==> src/rtl/pipeline_boot_ctrl.sv <==
// rtl/pipeline_boot_ctrl.sv - boot/run sequencer: clears, loads and runs the 8-bit RISC-V pipeline core
//
// Clears the core instruction memory, loads prog_len 32-bit little-endian words from a byte
// stream into the core through its instruction-memory write port, then releases core reset for
// run_limit cycles (or until stop when run_limit is 0) and reports completion.
//
// Optional feature macro: BOOT_CHECKSUM_EN
//   defined   - one trailing checksum byte (8-bit sum of all program bytes) is accepted after the
//               last word; a mismatch ends in DONE with err=1 without releasing the core.
//   undefined - no checksum byte, err tied low.
//
// Ports:
//   clock            in   system clock, rising edge
//   reset            in   synchronous active-high reset
//   start            in   begin sequence (honoured in IDLE or DONE)
//   prog_len         in   words to load, latched on accepted start
//   run_limit        in   core run cycles, latched on accepted start (0 = run until stop)
//   stop             in   terminate RUN
//   byte_valid       in   program byte available
//   byte_data        in   program byte
//   byte_ready       out  controller accepts a byte this cycle
//   core_reset       out  core reset
//   core_reset_mem   out  core reset_IF_memory
//   core_rw          out  core rw (1 = write instruction memory)
//   core_pc_write    out  core PC_write
//   core_instruction out  core instruction_in
//   busy             out  sequence in progress
//   done             out  run finished
//   err              out  checksum failure
module pipeline_boot_ctrl #(
    parameter int PC_SIZE      = 10,
    parameter int PC_STEP      = 4,
    parameter int CLEAR_CYCLES = 2,
    parameter int RUN_W        = 16
) (
    input  logic               clock,
    input  logic               reset,
    input  logic               start,
    input  logic [PC_SIZE-1:0] prog_len,
    input  logic [RUN_W-1:0]   run_limit,
    input  logic               stop,
    input  logic               byte_valid,
    input  logic [7:0]         byte_data,
    output logic               byte_ready,
    output logic               core_reset,
    output logic               core_reset_mem,
    output logic               core_rw,
    output logic [PC_SIZE-1:0] core_pc_write,
    output logic [31:0]        core_instruction,
    output logic               busy,
    output logic               done,
    output logic               err
);

    localparam int CLR_W = (CLEAR_CYCLES > 1) ? $clog2(CLEAR_CYCLES) : 1;
    localparam logic [CLR_W-1:0]   CLR_LAST = CLR_W'(CLEAR_CYCLES - 1);
    localparam logic [PC_SIZE-1:0] STEP     = PC_SIZE'(PC_STEP);

    typedef enum logic [2:0] {
        S_IDLE,
        S_CLEAR,
        S_LOAD,
        S_WRITE,
        S_CHECK,
        S_RUN,
        S_DONE
    } state_t;

    state_t             state;
    logic [CLR_W-1:0]   clr_cnt;
    logic [1:0]         byte_idx;
    logic [PC_SIZE-1:0] word_idx;
    logic [PC_SIZE-1:0] prog_len_q;
    logic [RUN_W-1:0]   run_limit_q;
    logic [RUN_W-1:0]   run_cnt;
`ifdef BOOT_CHECKSUM_EN
    logic [7:0]         sum;
`else
    assign err = 1'b0;
`endif

    // Every output is a register updated on the same edge as the state it belongs to, so the
    // outputs always describe the current state rather than lagging it by a cycle.
    always_ff @(posedge clock) begin
        if (reset) begin
            state            <= S_IDLE;
            clr_cnt          <= '0;
            byte_idx         <= '0;
            word_idx         <= '0;
            prog_len_q       <= '0;
            run_limit_q      <= '0;
            run_cnt          <= '0;
            byte_ready       <= 1'b0;
            core_reset       <= 1'b1;
            core_reset_mem   <= 1'b0;
            core_rw          <= 1'b0;
            core_pc_write    <= '0;
            core_instruction <= '0;
            busy             <= 1'b0;
            done             <= 1'b0;
`ifdef BOOT_CHECKSUM_EN
            err              <= 1'b0;
            sum              <= '0;
`endif
        end else begin
            case (state)
                S_IDLE, S_DONE: begin
                    if (start) begin
                        state          <= S_CLEAR;
                        prog_len_q     <= prog_len;
                        run_limit_q    <= run_limit;
                        clr_cnt        <= '0;
                        byte_idx       <= '0;
                        word_idx       <= '0;
                        run_cnt        <= '0;
                        core_reset     <= 1'b1;
                        core_reset_mem <= 1'b1;
                        busy           <= 1'b1;
                        done           <= 1'b0;
`ifdef BOOT_CHECKSUM_EN
                        err            <= 1'b0;
                        sum            <= '0;
`endif
                    end
                end

                S_CLEAR: begin
                    if (clr_cnt == CLR_LAST) begin
                        core_reset_mem <= 1'b0;
                        if (prog_len_q != '0) begin
                            state      <= S_LOAD;
                            byte_ready <= 1'b1;
                        end else begin
                            state      <= S_RUN;
                            core_reset <= 1'b0;
                            run_cnt    <= '0;
                        end
                    end else begin
                        clr_cnt <= clr_cnt + CLR_W'(1);
                    end
                end

                S_LOAD: begin
                    // byte_ready is high throughout LOAD, so byte_valid alone marks a transfer.
                    if (byte_valid) begin
                        core_instruction[{byte_idx, 3'b000} +: 8] <= byte_data;
                        byte_idx <= byte_idx + 2'd1;
`ifdef BOOT_CHECKSUM_EN
                        sum      <= sum + byte_data;
`endif
                        if (byte_idx == 2'd3) begin
                            state         <= S_WRITE;
                            byte_ready    <= 1'b0;
                            core_rw       <= 1'b1;
                            core_pc_write <= word_idx * STEP;
                        end
                    end
                end

                S_WRITE: begin
                    core_rw  <= 1'b0;
                    word_idx <= word_idx + PC_SIZE'(1);
                    if (word_idx + PC_SIZE'(1) == prog_len_q) begin
`ifdef BOOT_CHECKSUM_EN
                        state      <= S_CHECK;
                        byte_ready <= 1'b1;
`else
                        state      <= S_RUN;
                        core_reset <= 1'b0;
                        run_cnt    <= '0;
`endif
                    end else begin
                        // byte_idx has already wrapped to 0 after the fourth byte.
                        state      <= S_LOAD;
                        byte_ready <= 1'b1;
                    end
                end

`ifdef BOOT_CHECKSUM_EN
                S_CHECK: begin
                    if (byte_valid) begin
                        byte_ready <= 1'b0;
                        if (byte_data == sum) begin
                            state      <= S_RUN;
                            core_reset <= 1'b0;
                            run_cnt    <= '0;
                        end else begin
                            state <= S_DONE;
                            busy  <= 1'b0;
                            done  <= 1'b1;
                            err   <= 1'b1;
                        end
                    end
                end
`endif

                S_RUN: begin
                    // stop takes priority; a zero limit never matches so only stop can end the run.
                    if (stop || (run_limit_q != '0 && run_cnt == run_limit_q - RUN_W'(1))) begin
                        state      <= S_DONE;
                        core_reset <= 1'b1;
                        busy       <= 1'b0;
                        done       <= 1'b1;
                    end else begin
                        run_cnt <= run_cnt + RUN_W'(1);
                    end
                end

                default: begin
                    state <= S_IDLE;
                end
            endcase
        end
    end

endmodule

==> config.mk <==
export PLATFORM = sky130hd
export DESIGN_NAME = pipeline_boot_ctrl
export DESIGN_NICKNAME = d
export VERILOG_FILES = /design/src/rtl/pipeline_boot_ctrl.sv
export SDC_FILE = /design/constraint.sdc
export NUM_CORES = 1
export LEC_CHECK = 0
export ABC_CLOCK_PERIOD_IN_PS = 4800
export BUFFER_PORTS_ARGS = -buffer_cell sky130_fd_sc_hd__buf_2
export CAP_MARGIN = 20
export CORE_MARGIN = 2
export CORE_UTILIZATION = 35
export DETAILED_ROUTE_END_ITERATION = 16
export PLACE_DENSITY = 0.53
export SETUP_SLACK_MARGIN = 0.2
export SLEW_MARGIN = 30
export SYNTH_ARGS = -nofsm -noshare
export SYNTH_HDL_FRONTEND = slang
export SYNTH_SLANG_ARGS = --single-unit
==> constraint.sdc <==
create_clock -name clock -period 4.8 [get_ports clock]
set_clock_uncertainty 0.1 [all_clocks]
set_input_delay 0.24 -clock clock [delete_from_list [all_inputs] [get_ports clock]]
set_output_delay 0.24 -clock clock [all_outputs]
set_load 0.01 [all_outputs]
==> results of run 1 <==
[metal layers]
| layer | GRT usage [%] | share of wire, % |
|---|---|---|
| met1 | 22.9 | 46 |
| met5 | 0 | 0 |
| met4 | 6.98 | 2.6 |
| met3 | 4.33 | 4.7 |
| met2 | 28.8 | 47 |
[registers in the layout (all words and copies together), names as in the netlist]
signal            count
busy                  1
core_pc_write         8
clr_cnt               1
core_rw               1
core_reset_mem        1
run_limit_q          16
prog_len_q           10
byte_idx              2
core_reset            1
core_instruction     32
done                  1
byte_ready            1
word_idx             10
run_cnt              16
state                 3
[cells in the final DEF (no fill, tap or decap), types with 12 or more instances in the layout]
cell type | Yosys | routed
nand3_1 | 53 | 53
or4_1 | 19 | 19
inv_1 | 12 | 12
xnor2_1 | 23 | 23
o31ai_1 | 13 | 13
nor2_1 | 32 | 32
nor3_1 | 19 | 19
dfxtp_1 | 104 | 104
buf_2 | 5 | 84
o21ai_0 | 14 | 14
nand2_1 | 131 | 131
a21oi_1 | 101 | 100
[stage by stage]
step	power, mW	instances	utilization, %	setup WS [ns]
2_1_floorplan	1.24	677	-	1.66
5_1_grt	2.17	921	41.2	0.974
3_3_place_gp	1.34	903	39.0	1.45
3_5_place_dp	1.34	903	39.0	1.33
4_1_cts	2.08	919	41.0	1.31
6_report	2.05	921	41.2	1.30
[Yosys cell counts, types with 8 or more instances]
library cell,instances
nand2_1,131
dfxtp_1,104
a21oi_1,101
nand3_1,53
nor2_1,32
clkbuf_1,31
xnor2_1,23
nor3_1,19
or4_1,19
o21ai_0,14
o31ai_1,13
inv_1,12
ha_1,9
and2_1,8
xor2_1,8
[logic make-up after synthesis]
family                   count (synthesis)
AO/OA/AOI/OAI                          168
XOR/XNOR                                31
adder cells (fa/ha/maj)                  9
buffers and inverters                   57
flip-flops                             104
multiplexers                             3
other                                    1
AND/OR/NAND/NOR                        302
[worst max path at each step]
stage / startpoint / endpoint / slack [ns] / cells after the start
2_1_floorplan: run_limit_q[0] / busy / 1.66 / 12
3_3_place_gp: run_limit_q[0] / run_cnt[2] / 1.45 / 10
3_5_place_dp: run_limit_q[0] / run_cnt[2] / 1.33 / 10
4_1_cts: word_idx[0] / run_cnt[14] / 1.31 / 9
5_1_grt: word_idx[0] / run_cnt[4] / 0.97 / 9
6_report: word_idx[0] / run_cnt[14] / 1.30 / 9
[critical path: cells and delay by family (launching register included)]
kind	cells	cell delay, ns
adder cells (fa/ha/maj)	1	0.39
flip-flops	1	0.49
AO/OA/AOI/OAI	4	0.78
AND/OR/NAND/NOR	4	1.67
[area by class of cell]
class	count	area, sq um
fillers	1500	8580
multi-input cells	516	2890
flip-flops and latches	104	2080
repair buffers	88	470
clock buffers	11	243
well taps	184	230
clock inverters	5	45.0
inverters	12	45.0
diodes	1	2.50
[power breakdown]
part           internal (mW)  total, mW  switching, mW
logic                  0.146      0.376          0.229
registers              0.899      0.949         0.0503
clock network          0.376      0.727          0.351
total                   1.42       2.05          0.630
==> results.toml, run 1 <==
[grt]
antenna_found_initial = 1
grtUsageTotal_pct = 17.8
grt_first_pass_wirelength_mm = 23.3
grt_overflow_total = 0
grt_pass1_vias = 4799
grt_max_degree = 52

[floorplan]
die_w_microns = 126
rows = 44
start_util_pct = 35.9
core_sq_um = 14600
ioPinCount = 88
die_area_sq_um = 15900
die_height_microns = 126

[placement]
place.gp.congestion = 0.883
dpl_cell_area_sq_um = 5690
dp_hpwl_mm = 10.0
port_buffers = 84

[setup_path]
r2r_cells = 9
cpPeakStageDelay_ns = 0.65
worstReg2RegEnd = "run_cnt[14]"
crit_required_ns = 4.98
start_kind = "register"
cp_slowest_cell = "or4_1"
critPathKind = "register to register"
crit_arrival_ns = 3.68
r2r_slack_ns = 1.30
path_common_cell = "and4_1"
r2r-start = "word_idx[0]"
critPathCaptureType = "register"
timing.critical_path.fanout_max = 25
worstPathCellList = "ha_1 > and4_1 > and4_1 > o21ai_0 > a22oi_1 > a31o_2 > nand2_1 > or4_1 > a21oi_1"

[synthesis]
synth-edff-count = 0
yosysWarnings = 0
synth_top_area_cell = "dfxtp_1"
syn_area_sq_um = 5230
synth_top_family_by_area = "simple AND/OR/NAND/NOR gates"
ys_ff_latch = 104
synth_top_area_share_pct = 39.8
ys_async_sr_fraction_pct = 0
seq_area_frac_synth_pct = 39.8
synthCells = 675
synth_ff_type = "dfxtp_1"
synth.avg_cell_area_sq_um = 7.75
synth_compound_area_share_pct = 19.1
synthSimpleGateAreaFrac_pct = 28.0
synth_adder_area_share_pct = 2.15
synthMuxAreaShare_pct = 0.598
synthXorXnorAreaFrac_pct = 5.19
synthTopCellsByArea = "dfxtp_1 40%, a21oi_1 9.7%, nand2_1 9.4%"
ys_types = 61

[sta]
tightest_slew_ns = 0.916
max_slew_margin_pct = 38.8
finalHoldViolations = 0
slew_violations = 0
rsz0062_at_grt = "no"
tns_ns = 0
min_period_over_period_pct = 72.9
fmax_ghz = 0.286
setup_viol = 0
finalCriticalPeriod_ns = 3.50
whs_ns = 0.0164

[finish]
area_growth_pct = 14.9
drive_gt1_share_pct = 15.2
fin_area_sq_um = 6010
layout.nets = 779

[clock_tree]
numClockSinks = 104
post_cts_buffers = 0
postCtsHoldBufs = 0
root_buffer = "clkbuf_16"
cts_buffer_depth = 2
cts_tree = "built"
clk_latency_ns = 0.35
ctsHtreeMaxLevel = 3
ctsResizeCount = 0
cts_made_buffers = 9
clk_transition_reported_paths_ns = 0.07

[worst_hold_path]
hold_end = "prog_len_q[5]"
hold_depth = 3
hp-class = "input pin to register"
hp-start = "prog_len[5]"

[run]
drv_cap = 0

[routing]
drtIter0Drc = 310
avgRoutedWirePerCell_microns = 15.2
drt_first_pass_iters = 4
ant_nets = 0
totalWireLength_mm = 14.0
route.detailed.drc = 0
dr_total_vias = 4959
via_per_inst = 5.38

[status]
outcome = "finished, final reports clean"

[power]
leakagePower_nw = 2.26
powerDensity_nw_per_um2 = 341
peakVddDrop_mv = 0.189
No activity file was read; power rests on OpenSTA's default activity.
==> inputs of run 2 (changes only) <==
Settings changed: ABC_CLOCK_PERIOD_IN_PS 4800 to 3100, PLACE_DENSITY 0.53 to 0.55.
Clock period 4.8 ns to 3.1 ns, I/O delays scaled along.
==> results.toml, run 2 (synthesized netlist as in run 1, its figures left out) <==
[placement]
place.gp.congestion = 0.858
detailedPlace.worstSlack_ns = 0.0329
dp_hpwl_mm = 10.4
port_buffers = 84
dpl_cell_area_sq_um = 5900
place_inst = 926

[power]
peakVddDrop_mv = 0.305
pwr-share-seq_pct = 42.5
clkPwrFrac_pct = 35.2
powerDensity_nw_per_um2 = 507
switching_share_pct = 30.9
p_sw_mw = 1.06
p_int_mw = 2.38
leakagePower_nw = 2.60
total_power_mw = 3.44
p_comb_share_pct = 22.4

[finish]
multi_input_area_sq_um = 3100
top_regs = "core_instruction: 32 flops, run_cnt: 16 flops, run_limit_q: 16 flops"
final_cell_mix = "131 x nand2_1, 98 x a21oi_1, 95 x dfxtp_1"
drive_gt1_share_pct = 22.5
area_growth_pct = 29.7
layout_commonest_cell = "nand2_1"
fin_area_sq_um = 6790
largest_register_ffs = 32
layout.nets = 843
fillers = 1405
layoutNonFillerInstCount = 985
regArea_sq_um = 2100
largest-register = "core_instruction"

[clock_tree]
clk_transition_reported_paths_ns = 0.07
root_buffer = "clkbuf_16"
cts_tree = "built"
cts_buffer_depth = 2
clk_latency_ns = 0.36
cts_made_buffers = 9
numClockSinks = 104
ctsHtreeMaxLevel = 3

[sta]
min_period_over_period_pct = 97.8
max_slew_margin_pct = 40.4
finalHoldViolations = 0
setup_viol = 0
rsz0062_at_grt = "yes"
slew_violations = 0
tightest_slew_ns = 0.891
fmax_ghz = 0.330
fin_ws_ns = 0.0679
whs_ns = 0.00766
finalCriticalPeriod_ns = 3.03

[setup_path]
cpPeakStageDelay_ns = 0.51
r2r_slack_ns = 0.07
timing.critical_path.fanout_max = 8
worstPathCellList = "inv_2 > ha_4 > or4b_4 > or4b_1 > and3_1 > o31a_1 > o41ai_4 > and2_4 > o31ai_2 > a21oi_1"
r2r_cells = 10
r2r-start = "run_limit_q[0]"
worstReg2RegEnd = "run_cnt[8]"
crit_required_ns = 3.29
critPathTopFamily = "simple AND/OR/NAND/NOR gates"
start_kind = "register"
critPathKind = "register to register"
crit_buf_inv = 1
critPathCaptureType = "register"
cp_slowest_cell = "or4b_1"
crit_arrival_ns = 3.22

[grt]
top_usage_layer = "met2"
gr-usage-met2_pct = 32.0
grt_use_met1_pct = 23.0
grt_pass1_vias = 5174
grtUsageTotal_pct = 18.9
antenna_found_initial = 0
grt_overflow_total = 0
grt_first_pass_wirelength_mm = 24.6
use_met3_pct = 5.18
grt_max_degree = 56

[worst_hold_path]
hp-start = "byte_data[1]"
hold_end = "core_instruction[1]"
hp-class = "input pin to register"
hold_depth = 3

[floorplan]
start_util_pct = 35.9
ioPinCount = 88
die_height_microns = 126
die_w_microns = 126
rows = 44
die_area_sq_um = 15900
core_sq_um = 14600

[routing]
ant_nets = 0
dr_total_vias = 5283
drtIter0Drc = 317
via_per_inst = 5.36
avgRoutedWirePerCell_microns = 15.3
totalWireLength_mm = 15.1
drt_first_pass_iters = 5
route.detailed.drc = 0

[status]
outcome = "finished, final reports clean"

[run]
drv_cap = 0
run 2: cell count changes in the layout (fill, tap and decap cells not counted), sizes merged:
cell,previous run,this run
dlygate4sd3,0,32
buf,88,117
and2,9,12
clkbuf,11,9
bufinv,0,1
clkinv,0,1
clkinvlp,1,0
inv,16,17
run 2: routing by layer:
metal	vias up	part of all wire, %
li1	2640	-
met1	2482	45
met2	139	49
met3	22	4.9
met4	0	1.9
met5	-	0
run 2: how the worst max path moves through the flow:
stage	start	endpoint	slack, ns	depth (start not counted)
detailed placement	run_limit_q[1]	run_cnt[8]	0.03	10
global placement	run_limit_q[1]	run_cnt[2]	0.14	10
global route	run_limit_q[1]	run_cnt[8]	-0.03	10
CTS	run_limit_q[0]	run_cnt[8]	0.12	10
finish	run_limit_q[0]	run_cnt[8]	0.07	10
floorplan	run_limit_q[1]	run_cnt[14]	0.21	12
run 2: repair_timing:
item                                   in CTS  in global routing
resized for setup                          15                 23
endpoints found under the hold margin      41                  0
hold buffers                               32                  0
setup buffers                               6                  1
cloned                                      2                  1
setup endpoints to repair                  20                 21
pin swaps                                   4                  7
run 2: stage by stage:
stage | setup TNS [ns] | util, %
3_3_place_gp | 0 | 40.5
6_report | 0 | 46.5
5_1_grt | -0.170 | 46.5
4_1_cts | 0 | 45.5
2_1_floorplan | 0 | -
3_5_place_dp | 0 | 40.5
run 2: power by group through the flow:
| stage | clock network, mW | registers (mW) | logic (mW) |
|---|---|---|---|
| after CTS | 1.24 | 1.46 | 0.730 |
| after detailed placement | 0 | 1.49 | 0.653 |
| after global routing | 1.29 | 1.47 | 0.854 |
| after global placement | 0 | 1.49 | 0.642 |
| final | 1.21 | 1.46 | 0.769 |
| after floorplan | 0 | 1.47 | 0.465 |
run 2: layout make-up:
class	count	share of cell area [%]
multi-input combinational	519	45.7
sequential	104	30.9
timing repair buffer	149	14.8
tap	184	3.39
clock buffer	9	3.32
clock inverter	7	1.24
inverter	12	0.664
antenna	1	0.0369
run 2: tightest hold or removal path: stages:
cell	delay, ns
buf_2	0.14
nand3_1	0.07
a21oi_1	0.06
==> inputs of run 3 (changes only) <==
Settings changed: CELL_PAD_IN_SITES_DETAIL_PLACEMENT from default to 0, CELL_PAD_IN_SITES_GLOBAL_PLACEMENT from default to 2, CORE_UTILIZATION 35 to 29, PLACE_DENSITY 0.55 to 0.74.
==> results.toml, run 3 (synthesized netlist as in run 1, its figures left out) <==
[setup_path]
timing.critical_path.fanout_max = 8
cpPeakStageDelay_ns = 0.49
cp_slowest_cell = "or4b_4"
crit_buf_inv = 2
critPathKind = "register to register"
worstSetupStartpoint = "run_limit_q[0]"
crit_arrival_ns = 3.26
critPathTopFamily = "simple AND/OR/NAND/NOR gates"
critPathCaptureType = "register"
r2r-start = "run_limit_q[0]"
crit_required_ns = 3.30
worstPathCellList = "inv_4 > ha_4 > or4b_4 > and4bb_2 > mux2_4 > mux2i_4 > o41ai_4 > buf_4 > and2_4 > or4_4 > a21oi_2"
start_kind = "register"

[placement]
place.gp.congestion = 0.825
detailedPlace.worstSlack_ns = -0.0138
port_buffers = 84
dp_hpwl_mm = 10.8

[sta]
tightest_slew_ns = 0.926
max_slew_margin_pct = 38.3
finalCriticalPeriod_ns = 3.06
setup_viol = 0
rsz0062_at_grt = "yes"
finalHoldViolations = 0
min_period_over_period_pct = 98.7
slew_violations = 0
fmax_ghz = 0.327
whs_ns = 0.205
fin_ws_ns = 0.0412

[finish]
regArea_sq_um = 2090
top_regs = "core_instruction: 32 flops, run_cnt: 16 flops, run_limit_q: 16 flops"
fillers = 1856
drive_gt1_share_pct = 23.5
layout.nets = 855
largest_register_ffs = 32
final_cell_mix = "131 x nand2_1, 99 x dfxtp_1, 95 x a21oi_1"
layout_commonest_cell = "nand2_1"
area_growth_pct = 32.9
largest-register = "core_instruction"
multi_input_area_sq_um = 3120

[clock_tree]
root_buffer = "clkbuf_16"
ctsHtreeMaxLevel = 3
cts_buffer_depth = 2
cts_tree = "built"
clk_transition_reported_paths_ns = 0.08
cts_made_buffers = 9
clk_latency_ns = 0.37
numClockSinks = 104

[floorplan]
die_height_microns = 138
die_w_microns = 138
core_sq_um = 17800
die_area_sq_um = 19100
start_util_pct = 29.3
ioPinCount = 88
rows = 49

[grt]
grt_max_degree = 48
grt_pass1_vias = 4995
grtUsageTotal_pct = 16.1
grt_overflow_total = 0
antenna_found_initial = 1
grt_first_pass_wirelength_mm = 25.5

[power]
peakVddDrop_mv = 0.315
powerDensity_nw_per_um2 = 491
switching_share_pct = 32.1
total_power_mw = 3.41
p_int_mw = 2.32
p_comb_share_pct = 22.7
p_sw_mw = 1.10
pwr-share-seq_pct = 42.8
clkPwrFrac_pct = 34.4
leakagePower_nw = 2.66

[routing]
route.detailed.drc = 0
drt_first_pass_iters = 6
ant_nets = 0
dr_total_vias = 5251
totalWireLength_mm = 15.8
avgRoutedWirePerCell_microns = 15.2
via_per_inst = 5.04
drtIter0Drc = 174

[worst_hold_path]
hp-start = "byte_valid"
hp-class = "input pin to register"

[run]
drv_cap = 0

[status]
outcome = "finished, final reports clean"
==> run 3: cell count changes in the layout (fill, tap and decap cells not counted), sizes merged <==
cell / previous run / this run
bufinv: 1 / 0
clkinv: 1 / 3
dlygate4sd3: 32 / 34
inv: 17 / 16
buf: 117 / 127
==> run 3: final timing paths <==
kind,to,cells past startpoint,slack [ns]
setup / recovery,run_cnt[7],11,0.04
hold / removal,byte_ready,5,0.20
setup reg to reg,run_cnt[7],11,0.04
hold reg to reg,core_instruction[31],2,0.35
==> run 3: cell type report <==
type | instances | area share (%)
clock buffer | 9 | 3.24
inverter | 12 | 0.684
clock inverter | 7 | 1.17
tap | 229 | 4.12
timing repair buffer | 161 | 15.8
multi-input combinational | 519 | 44.9
antenna | 1 | 0.0360
sequential | 104 | 30.1
==> run 3: metal layers <==
| metal | global-route usage (%) | routed length (microns) | vias up | share of wire [%] |
|---|---|---|---|---|
| li1 | - | - | 2664 | - |
| met1 | 20.7 | 7190 | 2480 | 46 |
| met2 | 27.1 | 7740 | 89 | 49 |
| met3 | 3.36 | 623 | 18 | 3.9 |
| met4 | 5.26 | 248 | 0 | 1.6 |
| met5 | 0 | 0 | - | 0 |
==> run 3: worst reg2reg max path: stages (launching register included) <==
cell and delay (ns):
dfxtp_4 0.36, inv_4 0.06, ha_4 0.13, or4b_4 0.49
and4bb_2 0.34, mux2_4 0.32, mux2i_4 0.16, o41ai_4 0.09
buf_4 0.17, and2_4 0.19, or4_4 0.48, a21oi_2 0.12
==> run 3: power by group through the flow <==
| stage | sequential [mW] | combinational (mW) | clock [mW] |
|---|---|---|---|
| floorplan | 1.47 | 0.465 | 0 |
| global placement | 1.49 | 0.652 | 0 |
| detailed placement | 1.49 | 0.659 | 0 |
| CTS | 1.46 | 0.747 | 1.21 |
| global route | 1.47 | 0.862 | 1.26 |
| finish | 1.46 | 0.776 | 1.17 |
==> run 3: through the flow <==
| step | instance area (sq um) | TNS (ns) | instances | utilization [%] |
|---|---|---|---|---|
| after CTS | 6780 | 0 | 1037 | 38.0 |
| after global placement | 6010 | 0 | 977 | 33.7 |
| after detailed placement | 6010 | -0.0138 | 977 | 33.7 |
| final | 6950 | 0 | 1042 | 39.0 |
| after global routing | 6950 | -0.399 | 1041 | 39.0 |
| after floorplan | 5280 | 0 | 677 | - |
==> run 3: timing repair <==
action,CTS,global route
endpoints found under the hold margin,44,0
hold buffers,34,0
resized for setup,15,29
pin swaps,21,22
setup endpoints to repair,21,21
gates cloned,3,0
setup buffers,7,4
